<file path="config.mk">
export PLATFORM = sky130hd
export DESIGN_NAME = amp_config_sequencer_flat
export DESIGN_NICKNAME = d
export VERILOG_FILES = /design/src/rtl/amp_config_sequencer_if.sv /design/src/rtl/amp_config_sequencer.sv /design/src/flat_wrapper.sv
export SDC_FILE = /design/constraint.sdc
export NUM_CORES = 1
export LEC_CHECK = 0
export CORE_MARGIN = 2
export CORE_UTILIZATION = 49
export CTS_BUF_LIST = sky130_fd_sc_hd__clkbuf_4
export DETAILED_ROUTE_END_ITERATION = 7
export PLACE_DENSITY = 0.94
export SETUP_SLACK_MARGIN = 0.1
export SLEW_MARGIN = 20
export SYNTH_ARGS = -nofsm -noshare
export SYNTH_HDL_FRONTEND = slang
export SYNTH_SLANG_ARGS = --single-unit
</file>
<file path="constraint.sdc">
create_clock -name clk_in -period 2 [get_ports clk_in]
set_clock_uncertainty 0.05 [all_clocks]
set_input_delay 0.3 -clock clk_in [delete_from_list [all_inputs] [get_ports clk_in]]
set_output_delay 0.3 -clock clk_in [all_outputs]
set_load 0.01 [all_outputs]
</file>
<file path="src/rtl/amp_config_sequencer_if.sv">
// Write-request bus between the amplifier config sequencer and the I2C bus master.
// The sequencer presents one register write at a time and waits for an ack/nack pulse.
interface amp_config_sequencer_if;
    logic       i2c_req_out;
    logic [6:0] i2c_dev_out;
    logic [7:0] i2c_reg_out;
    logic [7:0] i2c_data_out;
    logic       i2c_ack_in;
    logic       i2c_nack_in;

    modport master (
        output i2c_req_out,
        output i2c_dev_out,
        output i2c_reg_out,
        output i2c_data_out,
        input  i2c_ack_in,
        input  i2c_nack_in
    );

    modport slave (
        input  i2c_req_out,
        input  i2c_dev_out,
        input  i2c_reg_out,
        input  i2c_data_out,
        output i2c_ack_in,
        output i2c_nack_in
    );
endinterface

</file>
<file path="src/rtl/amp_config_sequencer.sv">
// Walks the amplifier config table and writes each entry over I2C, retrying
// failed or timed-out writes a bounded number of times before giving up.
module amp_config_sequencer #(
    parameter int         NUM_REGS    = 8,
    parameter int         TBL_AW      = 4,
    parameter int         MAX_RETRY   = 3,
    parameter int         TIMEOUT_CYC = 1024,
    parameter logic [6:0] DEV_ADDR    = 7'h2C
) (
    input  logic                  clk_in,
    input  logic                  reset,
    input  logic                  start_in,
    output logic [TBL_AW-1:0]     tbl_addr_out,
    input  logic [15:0]           tbl_data_in,
    amp_config_sequencer_if.master i2c,
    output logic                  busy_out,
    output logic                  cfg_done_out,
    output logic                  cfg_error_out
);

    localparam int WD_W = (TIMEOUT_CYC > 1) ? $clog2(TIMEOUT_CYC) : 1;
    localparam int RT_W = (MAX_RETRY > 0) ? $clog2(MAX_RETRY + 1) : 1;
    localparam logic [WD_W-1:0]   WD_LAST  = WD_W'(TIMEOUT_CYC - 1);
    localparam logic [TBL_AW-1:0] IDX_LAST = TBL_AW'(NUM_REGS - 1);
    localparam logic [RT_W-1:0]   RT_MAX   = RT_W'(MAX_RETRY);

    typedef enum logic [2:0] {
        ST_IDLE,
        ST_FETCH,
        ST_LATCH,
        ST_ISSUE,
        ST_GAP,
        ST_DONE,
        ST_ERROR
    } state_t;

    state_t            state_q, state_d;
    logic              start_dly_q, start_dly_d;
    logic [TBL_AW-1:0] idx_q, idx_d;
    logic [RT_W-1:0]   retry_q, retry_d;
    logic [WD_W-1:0]   wd_q, wd_d;
    logic [7:0]        reg_q, reg_d;
    logic [7:0]        data_q, data_d;
    logic              attempt_fail;

    always_ff @(posedge clk_in or negedge reset) begin
        if (!reset) begin
            state_q     <= ST_IDLE;
            start_dly_q <= 1'b0;
            idx_q       <= '0;
            retry_q     <= '0;
            wd_q        <= '0;
            reg_q       <= '0;
            data_q      <= '0;
        end else begin
            state_q     <= state_d;
            start_dly_q <= start_dly_d;
            idx_q       <= idx_d;
            retry_q     <= retry_d;
            wd_q        <= wd_d;
            reg_q       <= reg_d;
            data_q      <= data_d;
        end
    end

    // A nack wins over a simultaneous ack; the watchdog expiring counts the same as a nack.
    assign attempt_fail = i2c.i2c_nack_in | (wd_q == WD_LAST);

    always_comb begin
        state_d     = state_q;
        start_dly_d = start_in;
        idx_d       = idx_q;
        retry_d     = retry_q;
        wd_d        = '0;
        reg_d       = reg_q;
        data_d      = data_q;

        case (state_q)
            ST_IDLE: begin
                if (start_in && !start_dly_q) begin
                    state_d = ST_FETCH;
                    idx_d   = '0;
                    retry_d = '0;
                end
            end
            ST_FETCH: begin
                state_d = start_in ? ST_LATCH : ST_IDLE;
            end
            ST_LATCH: begin
                reg_d   = tbl_data_in[15:8];
                data_d  = tbl_data_in[7:0];
                state_d = start_in ? ST_ISSUE : ST_IDLE;
            end
            ST_ISSUE: begin
                // An abort only takes effect once the in-flight write has resolved.
                if (attempt_fail) begin
                    if (!start_in) begin
                        state_d = ST_IDLE;
                    end else if (retry_q < RT_MAX) begin
                        retry_d = retry_q + 1'b1;
                        state_d = ST_GAP;
                    end else begin
                        state_d = ST_ERROR;
                    end
                end else if (i2c.i2c_ack_in) begin
                    if (!start_in) begin
                        state_d = ST_IDLE;
                    end else if (idx_q == IDX_LAST) begin
                        state_d = ST_DONE;
                    end else begin
                        idx_d   = idx_q + 1'b1;
                        retry_d = '0;
                        state_d = ST_FETCH;
                    end
                end else begin
                    wd_d = wd_q + 1'b1;
                end
            end
            ST_GAP: begin
                state_d = start_in ? ST_ISSUE : ST_IDLE;
            end
            ST_DONE, ST_ERROR: begin
                if (!start_in) begin
                    state_d = ST_IDLE;
                end
            end
            default: begin
                state_d = ST_IDLE;
            end
        endcase
    end

    assign tbl_addr_out     = idx_q;
    assign i2c.i2c_req_out  = (state_q == ST_ISSUE);
    assign i2c.i2c_dev_out  = DEV_ADDR;
    assign i2c.i2c_reg_out  = reg_q;
    assign i2c.i2c_data_out = data_q;
    assign busy_out         = (state_q == ST_FETCH) || (state_q == ST_LATCH) ||
                              (state_q == ST_ISSUE) || (state_q == ST_GAP);
    assign cfg_done_out     = (state_q == ST_DONE);
    assign cfg_error_out    = (state_q == ST_ERROR);

endmodule

</file>
<file path="src/flat_wrapper.sv">
// flat-port wrapper written by rule: the top's interface ports become plain ports
module amp_config_sequencer_flat 
#(
    parameter int         NUM_REGS    = 8,
    parameter int         TBL_AW      = 4,
    parameter int         MAX_RETRY   = 3,
    parameter int         TIMEOUT_CYC = 1024,
    parameter logic [6:0] DEV_ADDR    = 7'h2C
)
  (clk_in, reset, start_in, tbl_addr_out, tbl_data_in, busy_out, cfg_done_out, cfg_error_out, i2c_i2c_req_out, i2c_i2c_dev_out, i2c_i2c_reg_out, i2c_i2c_data_out, i2c_i2c_ack_in, i2c_i2c_nack_in);
  amp_config_sequencer_if i2c_i ();
  input  logic clk_in;
  input  logic reset;
  input  logic start_in;
  output logic [TBL_AW-1:0] tbl_addr_out;
  input  logic [15:0] tbl_data_in;
  output logic busy_out;
  output logic cfg_done_out;
  output logic cfg_error_out;
  output wire logic [$bits(i2c_i.i2c_req_out)-1:0] i2c_i2c_req_out;
  output wire logic [$bits(i2c_i.i2c_dev_out)-1:0] i2c_i2c_dev_out;
  output wire logic [$bits(i2c_i.i2c_reg_out)-1:0] i2c_i2c_reg_out;
  output wire logic [$bits(i2c_i.i2c_data_out)-1:0] i2c_i2c_data_out;
  input wire logic [$bits(i2c_i.i2c_ack_in)-1:0] i2c_i2c_ack_in;
  input wire logic [$bits(i2c_i.i2c_nack_in)-1:0] i2c_i2c_nack_in;
  assign i2c_i2c_req_out = i2c_i.i2c_req_out;
  assign i2c_i2c_dev_out = i2c_i.i2c_dev_out;
  assign i2c_i2c_reg_out = i2c_i.i2c_reg_out;
  assign i2c_i2c_data_out = i2c_i.i2c_data_out;
  assign i2c_i.i2c_ack_in = i2c_i2c_ack_in;
  assign i2c_i.i2c_nack_in = i2c_i2c_nack_in;
  amp_config_sequencer #(.NUM_REGS(NUM_REGS), .TBL_AW(TBL_AW), .MAX_RETRY(MAX_RETRY), .TIMEOUT_CYC(TIMEOUT_CYC), .DEV_ADDR(DEV_ADDR)) u_core (.clk_in(clk_in), .reset(reset), .start_in(start_in), .tbl_addr_out(tbl_addr_out), .tbl_data_in(tbl_data_in), .i2c(i2c_i), .busy_out(busy_out), .cfg_done_out(cfg_done_out), .cfg_error_out(cfg_error_out));
endmodule
</file>
## Word level (Yosys, flattened, before mapping)

Index checks and enable logic that the tools add are counted.

- Register bits after elaboration: 36
- Input bits: 21
- Output and inout bits: 31
- Logic and storage cells: 71

- Add/subtract/negate cells: 3
- Order comparisons: 1
- Eq/ne operators: 19
- Mux-type cells: 28
- Bitwise operators: 1
- Reductions and logical operators: 12

Operators with widths:

| kind | count |
|---|---|
| 2-to-1 mux 10 bit | 3 |
| 2-to-1 mux 3 bit | 7 |
| 2-to-1 mux 2 bit | 10 |
| 2-to-1 mux 4 bit | 5 |
| case mux 3 bit (5 select lines) | 1 |
| adder 10 x 1 -> 10 bit (second input constant) | 1 |
| equality test 10 bit (second input constant) | 1 |
| equality test 3 bit (second input constant) | 3 |
| inequality test 3 bit (second input constant) | 3 |
| inequality test 2 bit (second input constant) | 4 |
| case mux 4 bit (2 select lines) | 1 |
| AND reduction 7 bit | 1 |
| equality test 3 x 2 -> 1 bit (second input constant) | 2 |
| AND reduction 6 bit | 1 |
| adder 4 x 1 -> 4 bit (second input constant) | 1 |
| equality test 4 x 3 -> 1 bit (second input constant) | 1 |
| inequality test 2 x 1 -> 1 bit (second input constant) | 2 |
| case mux 2 bit (2 select lines) | 1 |
| OR reduction 2 bit | 2 |
| equality test 3 x 1 -> 1 bit (second input constant) | 1 |
| zero test 3 bit | 1 |
| logical OR 1 bit | 3 |
| inequality test 3 x 1 -> 1 bit (second input constant) | 1 |
| inequality test 3 x 2 -> 1 bit (second input constant) | 1 |
| other kinds (7) | 7 |

## Depth between registers and ports, before layout

Gate-level depths: netlist of the first run.

- Word-level depth: 6
- Mapped depth: 6
- Mapped depth without buffers: 6

## Worst setup path after synthesis of the first run

OpenSTA, ideal clock, no wires.

- Kind: register to register
- Start: reg u_core.wd_q[0]
- End: reg u_core.retry_q[0]
- Setup time: 0.125 ns
- Data arrival time: 1.571 ns
- Required time: 1.825 ns
- Path slack: 0.254 ns
- Cell stages (with the launch flop): 7
- Buffers on the path: 0
- Clock period less this slack: 1.746 ns
- Cell sequence: dfrtp_1 ha_1 and4_4 a31o_4 o21ai_4 o21ai_2 mux2_4

- Cells in the longest elaborated chain, start to end: 4
- Elaborated cells between the ends (all ways): 9
- Those cells by class: 5 x eq/ne; 2 x mux; 1 x bitwise; 1 x reduce/logical

RTL lines:

| what | line | source |
|---|---|---|
| start, declared | amp_config_sequencer.sv:41 | `logic [WD_W-1:0] wd_q, wd_d;` |
| start signal, assigned | amp_config_sequencer.sv:60 | `wd_q <= wd_d;` |
| equality test 10 bit (*) | amp_config_sequencer.sv:67 | `assign attempt_fail = i2c.i2c_nack_in \| (wd_q == WD_LAST);` |
| bitwise OR 1 bit (*) | amp_config_sequencer.sv:67 |  |
| inequality test 3 bit (no line), or another cell as far along | n/a |  |
| AND reduction 7 bit (no line) or case mux 2 bit (2 select lines) (tied branches) | n/a |  |
| end signal, assigned | amp_config_sequencer.sv:59 | `retry_q <= retry_d;` |
| end, declared | amp_config_sequencer.sv:40 | `logic [RT_W-1:0] retry_q, retry_d;` |

Every way passes the cells marked *; elsewhere a longest branch is shown, timed or not.
A chain may end at the register's enable or synchronous reset.

## Worst setup path in the final report of the first run

Ends and elaborated chain as after synthesis.

==> reports/results.tsv, run 1 <==
stage	metric	value	unit
global_routing	grt_pass1_vias	1255	
cells_and_area	fill_cells	255	
sta	period_needed	1.837	ns
die	initial_utilization	51.98	%
worst_hold_path	hp-class	in -> async	
synthesis	synth_area_leader_cell	dfrtp_1	
cts	clock-sinks	36	
setup_path	cp-end-kind	flip-flop	
setup_path	worstSetupStartpoint	u_core.wd_q[0]$_DFF_PN0_	
cts	cts.path.max_buffers	2	
synthesis	synth_warnings	0	
die	dieHeight	64.20	µm
synthesis	async_flop_share	100.0	%
synthesis	netlist_instances	154	
cells_and_area	seqCellArea	903.4	µm²
cts	clock_latency	0.33	ns
setup_path	path_class	reg -> reg	
detailed_routing	dr.first_iter.drc_count	79	
synthesis	synth_area_leaders	dfrtp_1 (51%), mux2_1 (6.3%), buf_4 (3.8%), mux2_2 (3.8%), xor2_1 (3.5%)	
synthesis	netlist.area_leader.share	50.74	%
sta	fmax	544.3	MHz
detailed_routing	ant_nets	0	
global_routing	grt_pass1_wl	5699	µm
synthesis	yosysMostFrequentCell	dfrtp_1	
cts	clk_pin_slew	0.11	ns
cts	cts_tree	yes	
detailed_routing	drc	0	
pwr	powerDensity	1120	nW/µm²
synthesis	synth_cell_types	45	
cts	cts-htree-levels	2	
global_routing	antenna_found_initial	0	
detailed_routing	routedWlPerCell	13.74	µm
die	fp-row-count	21	
detailed_routing	vias	1359	
setup_path	worst-path-max-fanout	7	
sta	setup_slack	0.1628	ns
detailed_routing	first_pass_iters	4	
setup_path	reg2reg_from	u_core.wd_q[0]$_DFF_PN0_	
pwr	ir_drop	460.2	µV
detailed_routing	wl	3532	µm
sta	finalSetupViolations	0	
setup_path	reg2regPathDepth	6	
cells_and_area	utilization	69.16	%
placed_design	placed_cell_area	2255	µm²
placed_design	gp_congestion	0.8890	
sta	hold_violations	0	
pwr	power_leakage	1.026	nW
placed_design	port_buffers	44	
synthesis	synth_top_flop_cell	dfrtp_1	
die	coreArea	3416	µm²
placed_design	hpwl	2477	µm
synthesis	netlist_top_cells_count	dfrtp_1 (36), nor2_1 (16), mux2_1 (10)	
die	fp.dieW	64.20	µm
sta	grt_setup_unrepaired	no	
synthesis	ys_seq_elements	36	
cts	cts_root_buf	clkbuf_4	
synthesis	syn_area_per_cell	11.53	µm²
sta	drv_slew	0	
cells_and_area	fin_nets	234	
setup_path	arrival	2.01	ns
synthesis	seq_area_frac_synth	50.74	%
cts	postCtsHoldBufs	0	
sta	fin_crit_sh	91.86	%
pwr	power	2.646	mW
synthesis	synthesis.area	1775	µm²
run	maxCapViolations	0	
global_routing	gr-usage-all-layers	17.95	%
setup_path	critPathLaunchType	flip-flop	
cells_and_area	fin_area	2362	µm²
outcome	outcome	finished clean	
synthesis	synth_edf_count	0	
setup_path	required	2.18	ns
global_routing	gr-total-overflow	0	
cts	cts_buffers	5	
detailed_routing	vias_per_cell	5.288	
cells_and_area	antenna_cells	0	
cells_and_area	multi_input_area	813.3	µm²
die	die_area	4121	µm²
cells_and_area	area_growth	33.05	%
global_routing	grt_max_degree	37	
cells_and_area	layout-drive-gt1-share	18.01	%
placed_design	place_ws	0.1461	ns
sta	finalSetupTns	0	ns
die	io_pins	52	
worst paths after layout:
check	end	slack, ns
max in group asynchronous	u_core.state_q[1]$_DFFE_PN0P_	1.23
setup / recovery	u_core.retry_q[0]$_DFFE_PN0P_	0.16
hold reg to reg	u_core.i2c.i2c_data_out[6]$_DFFE_PN0P_	0.44
min in group clk_in	u_core.start_dly_q$_DFF_PN0_	0.41
setup reg to reg	u_core.retry_q[0]$_DFFE_PN0P_	0.16
hold / removal	u_core.wd_q[3]$_DFF_PN0_	0.32
critical path, stage by stage (launching register included):
cell,delay (ns)
dfrtp_1,0.41
ha_1,0.24
and4_4,0.23
a31o_4,0.28
o21ai_4,0.18
o21ai_2,0.08
mux2_4,0.26
layer usage:
metal / vias up / part of all wire [%] / global-route usage [%]
met2: 63 / 49 / 28.65
met4: 0 / 1.2 / 8.245
li1: 641 / - / -
met3: 4 / 7.4 / 4.225
met1: 651 / 43 / 23.11
met5: - / 0 / 0
metrics by stage:
stage | std cells | hold slack (ns)
after global routing | 257 | 0.3613
after global placement | 243 | 0.4165
after CTS | 256 | 0.3302
final | 257 | 0.3225
after floorplan | 159 | -0.04559
after detailed placement | 243 | 0.4241
report_power, final:
part,leakage [nW],switching [mW],internal (mW)
Sequential,0.458,0.137,0.948
Combinational,0.535,0.488,0.712
Clock,0.0324,0.232,0.129
Total,1.03,0.856,1.79
what timing repair did:
item,CTS,global route
hold endpoints to repair,0,0
resized for setup,6,2
buffers inserted,5,1
setup endpoints to repair,4,17
state kept, by name (all words and copies together) (netlist names):
name                     cells
u_core.wd_q                 10
u_core.i2c.i2c_data_out      8
u_core.i2c.i2c_reg_out       8
u_core.tbl_addr_out          4
u_core.state_q               3
u_core.retry_q               2
u_core.start_dly_q           1
logic make-up (layout without fill, tap and decap cells):
| logic type | count (synthesis) | in the layout | synth area share (%) |
|---|---|---|---|
| AO/OA/AOI/OAI | 24 | 24 | 11.35 |
| flip-flops | 36 | 36 | 50.74 |
| multiplexers | 17 | 17 | 10.99 |
| AND/OR/NAND/NOR | 48 | 48 | 14.66 |
| other | 2 | 7 | 0.4230 |
| XOR/XNOR | 9 | 9 | 4.440 |
| adder cells (fa/ha/maj) | 3 | 3 | 2.114 |
| buffers and inverters | 15 | 67 | 5.285 |
layout make-up:
type / count / area share [%]
multi-input cells: 108 / 34.43
well taps: 46 / 2.436
repair buffers: 56 / 22.25
clock buffers: 5 / 1.589
clock inverters: 3 / 0.5826
flip-flops and latches: 36 / 38.24
inverters: 3 / 0.4767
cells in the final DEF, fill, tap and decap left out, types with 3 or more instances in the layout:
cell type | synthesis | routed
a21oi_1 | 3 | 3
nor2_1 | 16 | 16
conb_1 | 2 | 7
o21ai_1 | 3 | 3
dfrtp_1 | 36 | 34
nand2_1 | 8 | 8
ha_1 | 3 | 3
buf_4 | 9 | 12
dlygate4sd2_1 | 0 | 4
mux2_2 | 6 | 6
clkbuf_4 | 0 | 5
mux2_1 | 10 | 10
nand3_1 | 7 | 7
xor2_1 | 7 | 7
clkdlybuf4s50_1 | 0 | 40
Note: power is estimated with default switching activity, not from simulation.
==> run 2, diff against run 1 <==
--- a/config.mk
+++ b/config.mk
@@ -5,13 +5,11 @@
 export SDC_FILE = /design/constraint.sdc
 export NUM_CORES = 1
 export LEC_CHECK = 0
-export CORE_MARGIN = 2
 export CORE_UTILIZATION = 49
 export CTS_BUF_LIST = sky130_fd_sc_hd__clkbuf_4
 export DETAILED_ROUTE_END_ITERATION = 7
 export PLACE_DENSITY = 0.94
 export SETUP_SLACK_MARGIN = 0.1
-export SLEW_MARGIN = 20
 export SYNTH_ARGS = -nofsm -noshare
 export SYNTH_HDL_FRONTEND = slang
 export SYNTH_SLANG_ARGS = --single-unit
==> reports/results.tsv, run 2 (same netlist as run 1, synthesis figures left out) <==
stage	metric	value	unit	change
outcome	outcome	finished clean		
cells_and_area	area_growth	34.53	%	
sta	period_needed	1.849	ns	+0.01174 ns
cells_and_area	largest_register_ffs	10		unchanged
global_routing	gr-total-overflow	0		unchanged
sta	hold_slack	0.3172	ns	-0.005270 ns
cells_and_area	final_common_cell	clkdlybuf4s50_1		
die	fp.dieW	62.20	µm	-3.1%
detailed_routing	dr.first_iter.drc_count	55		-30%
global_routing	use_met2	32.42	%	+3.8 points
cells_and_area	fin_nets	233		-0.43%
global_routing	antenna_found_initial	0		unchanged
setup_path	reg2regPathDepth	6		unchanged
cts	clk_pin_slew	0.11	ns	about the same
sta	hold_violations	0		unchanged
die	io_pins	52		unchanged
sta	finalSetupTns	0	ns	unchanged
cts	postCtsHoldBufs	0		unchanged
global_routing	grt_pass1_wl	5927	µm	+4.0%
global_routing	use_met1	23.39	%	+0.28 points
cts	cts_tree	yes		
global_routing	grt_pass1_vias	1383		+10%
detailed_routing	drc	0		unchanged
run	maxCapViolations	0		unchanged
global_routing	grt_max_degree	37		unchanged
die	fp-row-count	21		unchanged
placed_design	port_buffers	44		unchanged
setup_path	r2r_slack	0.15	ns	about the same
sta	fmax	540.8	MHz	-0.63%
global_routing	gr-usage-all-layers	19.42	%	+1.5 points
setup_path	arrival	2.03	ns	+0.02 ns
die	initial_utilization	51.98	%	unchanged
detailed_routing	wl	3475	µm	-1.6%
pwr	power	2.809	mW	+6.2%
pwr	powerDensity	1176	nW/µm²	+5.0%
setup_path	critPathLaunchType	flip-flop		
cts	cts.path.max_buffers	2		unchanged
die	dieHeight	62.20	µm	-3.1%
setup_path	cp-end-kind	flip-flop		
cells_and_area	mostFrequentLayoutCells	clkdlybuf4s50_1 (40), dfrtp_1 (33), nor2_1 (16)		
cells_and_area	antenna_cells	0		unchanged
pwr	power_leakage	1.057	nW	+3.1%
pwr	ir_drop	576.1	µV	+25%
cells_and_area	layout-drive-gt1-share	19.05	%	+1.0 points
sta	fin_crit_sh	92.45	%	+0.59 points
cts	clock_latency	0.34	ns	about the same
setup_path	reg2reg_from	u_core.wd_q[0]$_DFF_PN0_		
sta	grt_setup_unrepaired	no		
detailed_routing	routedWlPerCell	13.57	µm	-1.2%
cts	clock-sinks	36		unchanged
sta	finalSetupViolations	0		unchanged
cts	cts-htree-levels	2		unchanged
worst_hold_path	hp-class	in -> async		
placed_design	hpwl	2380	µm	-3.9%
cells_and_area	utilization	69.93	%	+0.77 points
die	coreArea	3416	µm²	unchanged
die	die_area	3868	µm²	-6.1%
cts	cts_buffers	5		unchanged
setup_path	r2r_end	u_core.retry_q[0]$_DFFE_PN0P_		
sta	drv_slew	0		unchanged
cts	cts_root_buf	clkbuf_4		
placed_design	gp_congestion	0.8735		-1.7%
detailed_routing	first_pass_iters	4		unchanged
setup_path	worst-path-max-fanout	7		unchanged
detailed_routing	ant_nets	0		unchanged
setup_path	required	2.18	ns	about the same
detailed_routing	vias	1364		+0.37%
global_routing	grt_use_met3	6.066	%	+1.8 points
cells_and_area	regMostFlops	u_core.wd_q		
global_routing	top_usage_layer	met2		
setup_path	path_class	reg -> reg		
detailed_routing	vias_per_cell	5.328		+0.76%
[run 2: how the worst max path moves through the flow]
stage | slack, ns | startpoint | end
final | 0.15 | u_core.wd_q[0]$_DFF_PN0_ | u_core.retry_q[0]$_DFFE_PN0P_
after floorplan | 0.25 | u_core.wd_q[0]$_DFF_PN0_ | u_core.retry_q[0]$_DFFE_PN0P_
after global routing | 0.11 | u_core.wd_q[0]$_DFF_PN0_ | u_core.retry_q[0]$_DFFE_PN0P_
after detailed placement | 0.16 | u_core.wd_q[0]$_DFF_PN0_ | u_core.wd_q[5]$_DFF_PN0_
after CTS | 0.11 | u_core.state_q[1]$_DFFE_PN0P_ | cfg_done_out
after global placement | 0.17 | u_core.wd_q[0]$_DFF_PN0_ | u_core.wd_q[5]$_DFF_PN0_
[run 2: worst max-delay path, cell delays in order (launching register included)]
cell	delay [ns]
dfrtp_1	0.42
ha_1	0.25
and4_4	0.23
a31o_4	0.29
o21ai_4	0.18
o21ai_2	0.07
mux2_4	0.26
[run 2: per-layer routing]
metal / wire, µm / vias up
li1: - / 650
met1: 1570 / 646
met2: 1613 / 60
met3: 234 / 8
met4: 57 / 0
met5: 0 / -
[run 2: area by class of cell]
class,instances,area [µm²]
flip-flops and latches,36,904.6
well taps,46,57.56
fillers,246,1027
clock inverters,2,35.03
clock buffers,6,45.04
inverters,3,11.26
repair buffers,55,521.8
multi-input cells,108,813.3
[run 2: metrics by stage]
stage,worst slack (ns),instance area [µm²],cells
detailed placement,0.1629,2262,244
global route,0.1122,2389,256
finish,0.1510,2389,256
CTS,0.1100,2379,256
global placement,0.1668,2262,244
floorplan,0.2536,1794,159
[run 2: where the power goes]
part / internal [mW] / switching, mW
Clock: 0.276 / 0.234
Combinational: 0.715 / 0.509
Sequential: 0.948 / 0.126
[run 2: what timing repair did]
action | CTS | global route
setup endpoints to repair | 4 | 14
gates resized for setup | 6 | 5
setup buffers | 4 | 0
gates cloned | 0 | 0
==> run 3, diff against run 2 <==
--- a/config.mk
+++ b/config.mk
@@ -8,7 +8,8 @@
 export CORE_UTILIZATION = 49
 export CTS_BUF_LIST = sky130_fd_sc_hd__clkbuf_4
 export DETAILED_ROUTE_END_ITERATION = 7
-export PLACE_DENSITY = 0.94
+export PLACE_DENSITY = 0.81
+export RECOVER_POWER = 50
 export SETUP_SLACK_MARGIN = 0.1
 export SYNTH_ARGS = -nofsm -noshare
 export SYNTH_HDL_FRONTEND = slang
==> reports/results.tsv, run 3 (same netlist as run 1, synthesis figures left out) <==
stage	metric	value	unit	change
sta	drv_slew	0		unchanged
pwr	ir_drop	587.7	µV	+2.0%
global_routing	gr-usage-all-layers	19.79	%	+0.37 points
placed_design	gp_congestion	0.7966		-8.8%
detailed_routing	drc	0		unchanged
setup_path	path_class	reg -> reg		
cts	cts_root_buf	clkbuf_4		
detailed_routing	routedWlPerCell	14.02	µm	+3.2%
detailed_routing	ant_nets	0		unchanged
worst_hold_path	hp-class	reg -> reg		
global_routing	antenna_found_initial	0		unchanged
sta	tightest_slew	0.8449	ns	
die	io_pins	52		unchanged
cts	cts-htree-levels	2		unchanged
setup_path	reg2reg_from	u_core.state_q[0]$_DFFE_PN0P_		
sta	finalSetupTns	0	ns	unchanged
global_routing	grt_pass1_wl	5996	µm	+1.2%
setup_path	worstSetupStartpoint	u_core.state_q[0]$_DFFE_PN0P_		
detailed_routing	first_pass_iters	4		unchanged
die	fp.dieW	62.20	µm	unchanged
detailed_routing	vias_per_cell	5.225		-1.9%
die	initial_utilization	51.98	%	unchanged
cells_and_area	mostFrequentLayoutCells	dfrtp_1 (33), clkdlybuf4s50_1 (29), nor2_1 (16)		
cells_and_area	area_growth	38.34	%	
setup_path	critPathLaunchType	flip-flop		
sta	hold_violations	0		unchanged
sta	fmax	536.2	MHz	-0.86%
run	maxCapViolations	0		unchanged
die	die_area	3868	µm²	unchanged
global_routing	grt_max_degree	37		unchanged
setup_path	crit_slowest_cell	dfrtp_2		
detailed_routing	dr.first_iter.drc_count	39		-29%
setup_path	r2r_slack	0.14	ns	-0.02 ns
outcome	outcome	finished clean		
pwr	power_leakage	1.063	nW	+0.57%
pwr	power	2.853	mW	+1.6%
detailed_routing	wl	3672	µm	+5.7%
global_routing	grt_pass1_vias	1335		-3.5%
cells_and_area	antenna_cells	0		unchanged
sta	grt_setup_unrepaired	no		
pwr	powerDensity	1161	nW/µm²	-1.2%
setup_path	path_cells	buf_4, buf_4, or3_1, a21boi_4, o21ai_2, mux2_4		
setup_path	required	2.17	ns	about the same
setup_path	arrival	2.04	ns	about the same
global_routing	gr-total-overflow	0		unchanged
placed_design	hpwl	2398	µm	+0.77%
cts	clock_latency	0.34	ns	about the same
sta	setup_slack	0.1350	ns	-0.01604 ns
placed_design	port_buffers	44		unchanged
setup_path	cp-endpoint	u_core.retry_q[0]$_DFFE_PN0P_		
cells_and_area	fin_nets	239		+2.6%
cells_and_area	largest_register_ffs	10		unchanged
sta	relSlewSlack	43.68	%	
die	coreArea	3416	µm²	unchanged
sta	hold_slack	0.4409	ns	+0.1237 ns
cells_and_area	layout-drive-gt1-share	21.76	%	+2.7 points
die	dieHeight	62.20	µm	unchanged
setup_path	critPathMaxStageDelay	0.43	ns	about the same
cts	cts_tree	yes		
setup_path	cp_common_cell	buf_4		
detailed_routing	vias	1369		+0.37%
sta	period_needed	1.865	ns	+0.01604 ns
die	fp-row-count	21		unchanged
cts	cts.path.max_buffers	2		unchanged
setup_path	reg2regPathDepth	6		unchanged
cells_and_area	final_common_cell	dfrtp_1		
cts	clock-sinks	36		unchanged
sta	finalSetupViolations	0		unchanged
setup_path	worst-path-max-fanout	5		-2
placed_design	place_ws	0.1611	ns	-0.001740 ns
cells_and_area	regMostFlops	u_core.wd_q		
setup_path	r2r_end	u_core.retry_q[0]$_DFFE_PN0P_		
cts	cts_buffers	5		unchanged
sta	fin_crit_sh	93.25	%	+0.80 points
cts	clk_pin_slew	0.11	ns	about the same
setup_path	cp-end-kind	flip-flop		
run 3: changes by cell type in the layout (fill, tap and decap cells not counted), moves of 2 or more:
| cell | change |
|---|---|
| buf_4 | +4 |
| dlymetal6s2s_1 | -2 |
| dlygate4sd2_1 | +2 |
| clkdlybuf4s50_1 | -11 |
| dlygate4sd3_1 | +11 |
run 3: layer usage:
layer | track usage, % | vias up | routed length, µm
met5 | 0 | - | 0
met4 | 9.012 | 0 | 61
met3 | 5.882 | 7 | 282
met2 | 31.32 | 75 | 1763
met1 | 25.06 | 636 | 1565
li1 | - | 651 | -
run 3: worst min path at each step:
stage | endpoint | slack [ns] | startpoint | depth (start not counted)
detailed placement | u_core.wd_q[0]$_DFF_PN0_ | 0.43 | u_core.wd_q[0]$_DFF_PN0_ | 1
CTS | u_core.i2c.i2c_data_out[6]$_DFFE_PN0P_ | 0.32 | reset | 2
finish | u_core.i2c.i2c_reg_out[7]$_DFFE_PN0P_ | 0.44 | u_core.i2c.i2c_reg_out[7]$_DFFE_PN0P_ | 1
global route | u_core.wd_q[0]$_DFF_PN0_ | 0.46 | u_core.wd_q[0]$_DFF_PN0_ | 1
global placement | u_core.i2c.i2c_data_out[4]$_DFFE_PN0P_ | 0.42 | u_core.i2c.i2c_data_out[4]$_DFFE_PN0P_ | 1
floorplan | u_core.i2c.i2c_data_out[0]$_DFFE_PN0P_ | -0.05 | reset | 0
run 3: timing repair:
item                       in CTS  in global routing
hold buffers                    0                  0
gates resized for setup         8                  4
pin swaps                       0                  1
setup endpoints to repair       4                 11
buffers inserted                9                  4
run 3: layout make-up:
class	count	area, µm²
repair buffers	61	574.3
multi-input cells	108	828.3
flip-flops and latches	36	904.6
well taps	46	57.56
clock buffers	6	45.04
fillers	239	959.7
inverters	3	11.26
clock inverters	2	35.03
run 3: worst max-delay path: cells and delay by family (launching register included):
kind | cells | cell delay (ns)
and+or+nand+nor | 1 | 0.40
buffers and inverters | 2 | 0.30
DFF | 1 | 0.43
muxes | 1 | 0.26
AOI/OAI and AO/OA | 2 | 0.31
run 3: power by group:
part	total [mW]	internal (mW)	switching, mW
Combinational	1.28	0.743	0.533
Sequential	1.07	0.948	0.121
Clock	0.507	0.276	0.231
Total	2.85	1.97	0.885
run 3: stage by stage:
step	std cells	utilization, %	cell area [µm²]
floorplan	159	-	1794
finish	262	71.90	2456
detailed placement	241	65.57	2240
global route	262	71.90	2456
global placement	241	65.57	2240
CTS	258	70.22	2399
